### src/rtl/cnn_pkg.sv
// Shared widths, write-select codes and sequencer states for the CNN stream driver.
// Purpose: common types for cnn_stream_driver and cnn_elem_buf.
// Ports: none (package).
package cnn_pkg;

  localparam int IMG_W = 4;
  localparam int F1_W  = 4;
  localparam int F2_W  = 10;
  localparam int RES_W = 22;

  // Element buffers are 16 deep and addressed by a 4-bit index.
  localparam int DEPTH = 16;
  localparam int AW    = 4;

  // Sequencer counter width; wide enough for element counts and wait lengths.
  localparam int CW    = 8;

  localparam logic [1:0] SEL_IMG  = 2'd0;
  localparam logic [1:0] SEL_F1   = 2'd1;
  localparam logic [1:0] SEL_F2   = 2'd2;
  localparam logic [1:0] SEL_NONE = 2'd3;

  typedef enum logic [2:0] {
    ST_IDLE,
    ST_L1_STR,
    ST_L1_GAP,
    ST_L1_RD,
    ST_L2_STR,
    ST_L2_GAP,
    ST_L2_RD
  } st_e;

endpackage

### src/rtl/cnn_elem_buf.sv
// Purpose: 16-deep element store, one write port, combinational read by index.
// Latency: write visible on the read port the cycle after the write edge; read is async.
// Backpressure: none; every write strobe is taken.
// Ports: clk/rst_n (async clear to 0), we/waddr/wdata write port, raddr -> rdata read.
module cnn_elem_buf
  import cnn_pkg::*;
#(
  parameter int W = 4
) (
  input  logic          clk,
  input  logic          rst_n,
  input  logic          we,
  input  logic [AW-1:0] waddr,
  input  logic [W-1:0]  wdata,
  input  logic [AW-1:0] raddr,
  output logic [W-1:0]  rdata
);

  logic [W-1:0] mem [DEPTH];

  always_ff @(posedge clk or negedge rst_n) begin
    if (!rst_n) begin
      for (int i = 0; i < DEPTH; i++) begin
        mem[i] <= '0;
      end
    end else if (we) begin
      mem[waddr] <= wdata;
    end
  end

  assign rdata = mem[raddr];

endmodule

### src/rtl/cnn_stream_driver.sv
// Purpose: holds one image/filter set and, on go, replays the Layer-1/Layer-2 stream into CNN_Two_Layer, then captures ConvResult.
// Latency: core-facing outputs lag the sequencer state by one cycle; done fires N1+N2+L1_WAIT+RD_WAIT+2 cycles after go.
// Backpressure: none; go and buffer writes are ignored while busy, nothing is queued.
// Ports: host side wr_en/wr_sel/wr_addr/wr_data, go, busy, done, result;
//        core side Start1/Image/Filter1/ReadEn1, Start2/Filter2/ReadEn2, ConvResult.
// Optional: CNN_STREAM_DRIVER_CHECK_EN adds exp_result input and mismatch output.
module cnn_stream_driver
  import cnn_pkg::*;
#(
  parameter int N1      = 15,
  parameter int N2      = 15,
  parameter int L1_WAIT = 2,
  parameter int RD_WAIT = 4
) (
  input  logic                    clk,
  input  logic                    rst_n,
  input  logic                    wr_en,
  input  logic [1:0]              wr_sel,
  input  logic [3:0]              wr_addr,
  input  logic [9:0]              wr_data,
  input  logic                    go,
  output logic                    busy,
  output logic                    done,
  output logic signed [RES_W-1:0] result,
  output logic                    Start1,
  output logic [IMG_W-1:0]        Image,
  output logic signed [F1_W-1:0]  Filter1,
  output logic                    ReadEn1,
  output logic                    Start2,
  output logic signed [F2_W-1:0]  Filter2,
  output logic                    ReadEn2,
  input  logic signed [RES_W-1:0] ConvResult
`ifdef CNN_STREAM_DRIVER_CHECK_EN
  ,
  input  logic [RES_W-1:0]        exp_result,
  output logic                    mismatch
`endif
);

  st_e           state, state_nxt;
  logic [CW-1:0] cnt, cnt_nxt;
  logic          capture;

  logic [IMG_W-1:0] img_rd;
  logic [F1_W-1:0]  f1_rd;
  logic [F2_W-1:0]  f2_rd;

  logic img_we, f1_we, f2_we;
  logic wr_ok;

  logic             start1_d, readen1_d, start2_d, readen2_d;
  logic [IMG_W-1:0] image_d;
  logic [F1_W-1:0]  filter1_d;
  logic [F2_W-1:0]  filter2_d;

  // ---------------- buffer write decode ----------------
  // Writes only land while idle; an index past the buffer's element count is dropped.
  assign wr_ok = wr_en && (state == ST_IDLE);

  always_comb begin
    img_we = 1'b0;
    f1_we  = 1'b0;
    f2_we  = 1'b0;
    case (wr_sel)
      SEL_IMG:  img_we = wr_ok && ({1'b0, wr_addr} < 5'(N1));
      SEL_F1:   f1_we  = wr_ok && ({1'b0, wr_addr} < 5'(N1));
      SEL_F2:   f2_we  = wr_ok && ({1'b0, wr_addr} < 5'(N2));
      SEL_NONE: ;
      default:  ;
    endcase
  end

  cnn_elem_buf #(.W(IMG_W)) u_img_buf (
    .clk   (clk),
    .rst_n (rst_n),
    .we    (img_we),
    .waddr (wr_addr),
    .wdata (wr_data[IMG_W-1:0]),
    .raddr (cnt[AW-1:0]),
    .rdata (img_rd)
  );

  cnn_elem_buf #(.W(F1_W)) u_f1_buf (
    .clk   (clk),
    .rst_n (rst_n),
    .we    (f1_we),
    .waddr (wr_addr),
    .wdata (wr_data[F1_W-1:0]),
    .raddr (cnt[AW-1:0]),
    .rdata (f1_rd)
  );

  cnn_elem_buf #(.W(F2_W)) u_f2_buf (
    .clk   (clk),
    .rst_n (rst_n),
    .we    (f2_we),
    .waddr (wr_addr),
    .wdata (wr_data),
    .raddr (cnt[AW-1:0]),
    .rdata (f2_rd)
  );

  // ---------------- sequencer ----------------
  always_ff @(posedge clk or negedge rst_n) begin
    if (!rst_n) begin
      state <= ST_IDLE;
      cnt   <= '0;
    end else begin
      state <= state_nxt;
      cnt   <= cnt_nxt;
    end
  end

  // One counter is reused by every timed phase; it restarts at 0 on each phase change.
  always_comb begin
    state_nxt = state;
    cnt_nxt   = cnt + 1'b1;
    capture   = 1'b0;
    case (state)
      ST_IDLE: begin
        cnt_nxt = '0;
        if (go) state_nxt = ST_L1_STR;
      end
      ST_L1_STR: begin
        if (cnt == CW'(N1 - 1)) begin
          state_nxt = ST_L1_GAP;
          cnt_nxt   = '0;
        end
      end
      ST_L1_GAP: begin
        state_nxt = ST_L1_RD;
        cnt_nxt   = '0;
      end
      ST_L1_RD: begin
        if (cnt == CW'(L1_WAIT - 1)) begin
          state_nxt = ST_L2_STR;
          cnt_nxt   = '0;
        end
      end
      ST_L2_STR: begin
        if (cnt == CW'(N2 - 1)) begin
          state_nxt = ST_L2_GAP;
          cnt_nxt   = '0;
        end
      end
      ST_L2_GAP: begin
        state_nxt = ST_L2_RD;
        cnt_nxt   = '0;
      end
      ST_L2_RD: begin
        if (cnt == CW'(RD_WAIT - 1)) begin
          state_nxt = ST_IDLE;
          cnt_nxt   = '0;
          capture   = 1'b1;
        end
      end
      default: begin
        state_nxt = ST_IDLE;
        cnt_nxt   = '0;
      end
    endcase
  end

  // Core-facing values for the current state; registered below, so the core
  // sees each phase one cycle after the sequencer enters it.
  always_comb begin
    start1_d  = 1'b0;
    image_d   = '0;
    filter1_d = '0;
    start2_d  = 1'b0;
    filter2_d = '0;
    readen2_d = 1'b0;
    // ReadEn1 holds from the Layer-1 read phase until the sequence ends.
    readen1_d = (state == ST_L1_RD)  || (state == ST_L2_STR) ||
                (state == ST_L2_GAP) || (state == ST_L2_RD);
    case (state)
      ST_L1_STR: begin
        start1_d  = 1'b1;
        image_d   = img_rd;
        filter1_d = f1_rd;
      end
      ST_L2_STR: begin
        start2_d  = 1'b1;
        filter2_d = f2_rd;
      end
      ST_L2_RD:  readen2_d = 1'b1;
      default:   ;
    endcase
  end

  always_ff @(posedge clk or negedge rst_n) begin
    if (!rst_n) begin
      Start1  <= 1'b0;
      Image   <= '0;
      Filter1 <= '0;
      ReadEn1 <= 1'b0;
      Start2  <= 1'b0;
      Filter2 <= '0;
      ReadEn2 <= 1'b0;
      done    <= 1'b0;
      result  <= '0;
    end else begin
      Start1  <= start1_d;
      Image   <= image_d;
      Filter1 <= filter1_d;
      ReadEn1 <= readen1_d;
      Start2  <= start2_d;
      Filter2 <= filter2_d;
      ReadEn2 <= readen2_d;
      done    <= capture;
      if (capture) result <= ConvResult;
    end
  end

  assign busy = (state != ST_IDLE);

`ifdef CNN_STREAM_DRIVER_CHECK_EN
  // Sticky compare flag: set on the capture cycle, cleared when a new sequence starts.
  always_ff @(posedge clk or negedge rst_n) begin
    if (!rst_n) begin
      mismatch <= 1'b0;
    end else if (capture) begin
      mismatch <= ($unsigned(ConvResult) != exp_result);
    end else if (go && (state == ST_IDLE)) begin
      mismatch <= 1'b0;
    end
  end
`endif

endmodule

### config.mk
export PLATFORM = sky130hd
export DESIGN_NAME = cnn_stream_driver
export DESIGN_NICKNAME = d
export VERILOG_FILES = /design/src/rtl/cnn_pkg.sv /design/src/rtl/cnn_elem_buf.sv /design/src/rtl/cnn_stream_driver.sv
export SDC_FILE = /design/constraint.sdc
export NUM_CORES = 1
export LEC_CHECK = 0
export BUFFER_PORTS_ARGS = -buffer_cell sky130_fd_sc_hd__buf_2
export CAP_MARGIN = 40
export CORE_ASPECT_RATIO = 1.4
export CORE_MARGIN = 5
export CORE_UTILIZATION = 55
export DETAILED_ROUTE_END_ITERATION = 6
export GPL_TIMING_DRIVEN = 0
export PLACE_DENSITY = 0.7
export SETUP_SLACK_MARGIN = 0.15
export SLEW_MARGIN = 10
export SYNTH_ARGS = -nofsm -noshare
export SYNTH_HDL_FRONTEND = slang
export SYNTH_SLANG_ARGS = --single-unit
### constraint.sdc
create_clock -name clk -period 2.6 [get_ports clk]
set_input_delay 0.39 -clock clk [delete_from_list [all_inputs] [get_ports clk]]
set_output_delay 0.39 -clock clk [all_outputs]
set_load 0.05 [all_outputs]
## Word level (Yosys, flattened, before mapping)

Cells that the tools add are included.

| storage, ports and cells | value |
|---|---|
| input port bits | 42 |
| word-level logic and storage cells | 130 |
| output and inout port bits | 46 |
| register bits after elaboration | 344 |

| cells by class | value |
|---|---|
| equal/unequal tests | 16 |
| reductions and logical operators | 11 |
| bitwise logic cells | 2 |
| add/subtract/negate cells | 1 |
| muxes and demuxes | 37 |
| order comparisons | 4 |

Operators with widths:

| operator | count |
|---|---|
| $bwmux 160 | 1 |
| $bwmux 64 | 2 |
| $bmux 10 s4 | 1 |
| $demux 10 s4 | 1 |
| $mux 10 | 4 |
| $bmux 4 s4 | 2 |
| $mux 4 | 7 |
| $mux 8 | 3 |
| $pmux 8 s3 | 1 |
| $pmux 3 s7 | 1 |
| $demux 4 s4 | 1 |
| $mux 3 | 5 |
| $ge 5x5->1 const B | 2 |
| $ne 2x2->1 const B | 5 |
| $not 4->5 | 2 |
| $eq 3x3->1 const B | 3 |
| $add 8x1->8 const B | 1 |
| $eq 8x1->1 const B | 1 |
| $eq 8x2->1 const B | 1 |
| $eq 8x4->1 const B | 1 |
| $mux 1 | 8 |
| $eq 3x2->1 const B | 2 |
| $lt 5x1->1 const B | 1 |
| $reduce_and 5->1 | 1 |
| 10 further kinds | 14 |

## Longest topological paths before layout

| logic depth | value |
|---|---|
| word-level depth | 6 |
| mapped depth | 8 |
| gate-level depth less buffers | 5 |

## Modules after synthesis

Synthesis repeated with hierarchy kept, for this count alone.

| unflattened totals | value |
|---|---|
| cell total of the unflattened synthesis | 1004 |
| area, all modules | 15617.5 µm² |

Modules (own cells, without submodules):

| module | times used | area each (µm²) | seq. area each (µm²) | cells an instance |
|---|---|---|---|---|
| cnn_elem_buf at u_f2_buf | 1 | 7285.7 | 4003.8 | 449 |
| cnn_elem_buf at u_f1_buf ... | 2 | 3019.1 | 1601.5 | 196 |
| cnn_stream_driver | 1 | 2293.4 | 1401.3 | 163 |

## Worst setup path after synthesis

No wires, ideal clock.

| timing path | value |
|---|---|
| kind | register to register |
| from | reg cnt[1] |
| to | reg cnt[2] |
| cell stages (with the launch flop) | 9 |
| clock period less this slack | 2.219 ns |
| data arrival time | 2.067 ns |
| data required time | 2.448 ns |
| setup slack | 0.381 ns |
| setup time | 0.152 ns |
| buffers on the path | 3 |
| path through | dfrtp_1 -> buf_2 -> buf_2 -> buf_1 -> inv_1 -> ha_1 -> a31oi_1 -> a221oi_1 -> nor2_1 |

| between the ends | value |
|---|---|
| cells in the longest elaborated chain, start to end | 3 |
| elaborated cells on any way between the ends | 8 |
| those cells by class | 1 x add/sub; 3 x eq/ne; 4 x mux |

RTL lines:

| what | line | RTL |
|---|---|---|
| from (decl) | cnn_stream_driver.sv:41 | `logic [CW-1:0] cnt, cnt_nxt;` |
| from (signal assigned) | cnn_stream_driver.sv:110 | `cnt <= cnt_nxt;` |
| $add 8x1->8 (tied with other cells) | cnn_stream_driver.sv:117 | `cnt_nxt = cnt + 1'b1;` |
| $mux 8 (on tied branches) | -- |  |
| $pmux 8 s3 * | cnn_stream_driver.sv:119 | `case (state)` |
| net cnt_nxt[2] | cnn_stream_driver.sv:41 |  |

The timed path passes the listed nets; every way through them passes the cells marked *.
A chain may end at the register's enable or synchronous reset.

## Final worst setup path

| timing path | value |
|---|---|
| from | reg state[0] |
| to | reg u_img_buf.mem[20] in the netlist's numbering |

| between the ends | value |
|---|---|
| cells in the longest elaborated chain, start to end | 4 |

RTL lines:

| what | line | RTL |
|---|---|---|
| from (decl) | cnn_stream_driver.sv:40 | `st_e state, state_nxt;` |
| from (signal assigned) | cnn_stream_driver.sv:109 | `state <= state_nxt;` |
| $logic_not 3->1 | cnn_stream_driver.sv:58 | `assign wr_ok = wr_en && (state == ST_IDLE);` |
| $logic_and 1x1->1 | cnn_stream_driver.sv:58 |  |
| $logic_and 1x1->1 | cnn_stream_driver.sv:65 | `SEL_IMG: img_we = wr_ok && ({1'b0, wr_addr} < 5'(N1));` |
| $mux 1 | cnn_stream_driver.sv:64 | `case (wr_sel)` |
| to (signal, indexed assignment) | cnn_elem_buf.sv:27 | `mem[waddr] <= wdata;` |
| to (decl) | cnn_elem_buf.sv:19 | `logic [W-1:0] mem [DEPTH];` |

No other way between the ends.

==> metrics.cfg <==
[status]
status = complete, no violations

[grt]
grt_max_usage_layer = met2
groute.layer.met1.usage_pct = 30.8
first_global_vias = 9665
track_usage_pct = 24.3
grt.overflow.total = 0
grt_first_pass_wirelength_microns = 56700
antenna_violations_before_repair = 0
grt.met3_usage_pct = 3.87
pin_count_of_the_biggest_net_entering_global_routing = 110
met2_track_usage_gr_pct = 41.8

[clocking]
clk_transition_reported_paths_ps = 60
cts-root-buf = clkbuf_16
tritoncts = yes
cts_inserted_buffers = 35
htreeDepth = 2
max-clock-path-buffers = 3
worst_skew_pair.late_latency_ps = 520
clkSinkCount = 344

[timing]
slew_headroom_pct = 39.2
transition_time_at_the_pin_with_the_least_slew_margin_ps = 912
fin_worst_skew_ps = 17.6
layout_worst_path_cycle_share_pct = 96.4
fin_hold_ws_ps = 99.6
timing_hold_violations_final = 0
drv_slew = 0
grt_setup_unrepaired = true
accumulated_negative_setup_slack_ps = 0
achievable-frequency_mhz = 399
timing.final.setup_violations = 0
layout_min_cycle_time_ps = 2510

[worst_setup_path]
critical-path-slowest-cell = or4b_4
worstPathArrival_ps = 2900
worst-setup-path-type = reg2reg
reg2reg_from = state[0]$_DFFE_PN0P_
crit_end = u_img_buf.mem[20]$_DFFE_PN0P_
worst_setup_path_startpoint = state[0]$_DFFE_PN0P_
nature_of_the_critical_path_startpoint = register
cp_cell_instances = buf_6, or4b_4, or3_4, buf_12, buf_16, nor3_4, buf_6, mux2_1
worstSetupEndpointType = register
worst_r2r_endpoint = u_img_buf.mem[20]$_DFFE_PN0P_
worstPathMaxFanout = 7
r2r_cells = 8
max_stage_delay_ps = 560
timing.reg2reg.setup_slack_ps = 90
critPathMostFrequentCell = buf_6
required_ps = 3000

[pwr]
share_clk_of_total_power_pct = 40.9
total_switching_power_uw = 3620
seqPwrFrac_pct = 41.6
combPwrFrac_pct = 17.5
cellLeakagePower_uw = 0.00878
p_int_uw = 9790
swShare_pct = 27.0
cellPowerDensity_nw_per_um2 = 736
vdd.ir_drop.worst_uv = 532

[synth]
muxShareOfSynthArea_pct = 32.3
synth_top_family_by_area = multiplexers
area_share_of_and_or_nand_nor_cells_after_synthesis_pct = 5.56
synthesis.area_per_instance_sq_um = 15.2
synthDominantAreaCellType = dfrtp_1
synth-warning-count = 0
area_share_of_fa_ha_maj_cells_after_synthesis_pct = 0.246
number_of_enable_type_register_cells_in_the_synthesized_netlist = 0
netlist_area_sq_um = 15200
mappedNetlistNets = 1049
postSynth.topFlopCell = dfrtp_1
ys_seq_area_share_pct = 56.5
synth.ff_latch_count = 344
synth-xor-area-share_pct = 0.402
synth_cells = 1004
synth_async_sr_flop_share_pct = 100
synth.area.top_cells = dfrtp_1, mux2_2, mux4_2
share_of_the_synthesized_area_in_the_top_cell_type_pct = 56.5
synth.lib_cells_used.distinct = 50
complex_gate_fraction_of_the_synthesized_area_pct = 2.22

[routing]
drt_first_pass_iters = 5
num_vias = 9102
postRouteWirelength_microns = 37700
drt-vias-per-instance = 5.86
final_ant_viol_nets = 0
first_iter_violations = 661
route.detailed.wl_per_inst_microns = 24.3
remaining_drc_errors = 0

[cells_and_area]
multi_input_comb_area_sq_um = 6530
synthToLayoutAreaGrowth_pct = 19.5
antennaDiodeCount = 0
postLayoutCoreUtil_pct = 66.3
fillerInstances = 1927
layoutNonFillerInstCount = 1553
final_design_area_no_fill_sq_um = 18200
layout_commonest_cell = dfrtp_1
layout.cells.most_common_list = dfrtp_1, mux2_2, buf_2
final-seq-area_sq_um = 8610
numnets_final = 1202
fraction_of_layout_cells_with_a_size_suffix_above_1_pct = 50.2

[die]
die_width_microns = 151
die_y_microns = 207
placement_row_count = 72
ioPinCount = 88
placeableCoreArea_sq_um = 27500
initial_core_util_pct = 55.5
die-area_sq_um = 31200

[hold_path]
hold_path_class = in2reg

[placed_design]
gp_congestion = 0.891
placedInstanceArea_sq_um = 16400
place.detailed.instances = 1472
port_buffers = 83
detailedPlacementHpwl_microns = 25200

[run]
cap_viol_max_count = 0

==> timing repair <==
action	4_1_cts	5_1_grt
hold buffers	1	0
gates cloned	0	1
endpoints found under the hold margin	58	0
setup buffers	8	8
endpoints found under the setup margin	187	236
pin swaps	2	16
resized for setup	46	64
==> worst min-delay path by stage <==
stage                                      startpoint                             to  slack (ps)  cells after the start
after floorplan                                 rst_n           Filter1[0]$_DFF_PN0_          90                      0
after global placement    u_f2_buf.mem[2]$_DFFE_PN0P_    u_f2_buf.mem[2]$_DFFE_PN0P_         430                      1
after detailed placement                        rst_n  u_img_buf.mem[56]$_DFFE_PN0P_         360                      1
after CTS                              ConvResult[17]         result[17]$_DFFE_PN0P_          80                      2
after global routing                   ConvResult[15]         result[15]$_DFFE_PN0P_          80                      2
final                                  ConvResult[17]         result[17]$_DFFE_PN0P_         100                      2
==> critical path, delay by kind of cell (launching register included) <==
kind	cells	cell delay, ps
buffers and inverters	4	590
flip-flops	1	400
multiplexers	1	320
AND/OR/NAND/NOR	3	1070
==> metal layers <==
metal	part of all wire [%]	wire (microns)	up-vias
met5	0	0	-
met2	52	19700	258
met3	4.3	1620	73
li1	-	-	3970
met1	40	15100	4801
met4	3.7	1390	0
==> stage by stage <==
stage	total power (uW)	worst slack (ps)
2_1_floorplan	7040	381
3_3_place_gp	7770	-5450
3_5_place_dp	7920	-405
4_1_cts	13500	16.4
5_1_grt	13900	14.3
6_report	13400	93.0
==> Yosys cell counts (5+ instances only) <==
cell type,number
nand2_2,10
nor3_1,5
buf_2,9
nand2b_1,7
a21oi_1,8
nand2_1,34
o221ai_1,10
nor2_1,24
nand3_1,6
a22oi_1,10
buf_1,13
clkbuf_1,56
inv_1,24
mux4_2,72
dfrtp_1,344
mux2_2,280
mux2_1,12
a221o_1,8
nor2_4,7
==> cell type report <==
| class | count | share of cell area (%) |
|---|---|---|
| Buffer | 80 | 2.16 |
| Tap cell | 370 | 2.54 |
| Sequential cell | 344 | 47.2 |
| Inverter | 25 | 0.522 |
| Clock inverter | 13 | 1.22 |
| Clock buffer | 50 | 5.73 |
| Multi-Input combinational cell | 555 | 35.9 |
| Timing Repair Buffer | 116 | 4.73 |
==> power groups by stage <==
stage | logic [uW] | registers, uW | clock network, uW
global route | 2510 | 5590 | 5780
finish | 2350 | 5580 | 5490
global placement | 2100 | 5670 | 0
CTS | 2320 | 5580 | 5580
floorplan | 1280 | 5760 | 0
detailed placement | 2250 | 5680 | 0
==> cell families (layout without fill, tap and decap cells) <==
logic type      Yosys count  after routing
simple gates            135            135
xor+xnor                  7              7
mux                     366            366
buf+inv                 105            284
compound gates           44             44
flops                   344            344
fa+ha+maj                 3              3
==> state kept, by name (all words and copies together), names as in the netlist <==
signal / cells
u_img_buf.mem: 64
Start2: 1
Filter2: 10
Image: 4
result: 22
cnt: 8
ReadEn2: 1
state: 3
ReadEn1: 1
done: 1
Start1: 1
Filter1: 4
u_f1_buf.mem: 64
u_f2_buf.mem: 160
(Power assumes the default switching activity.)
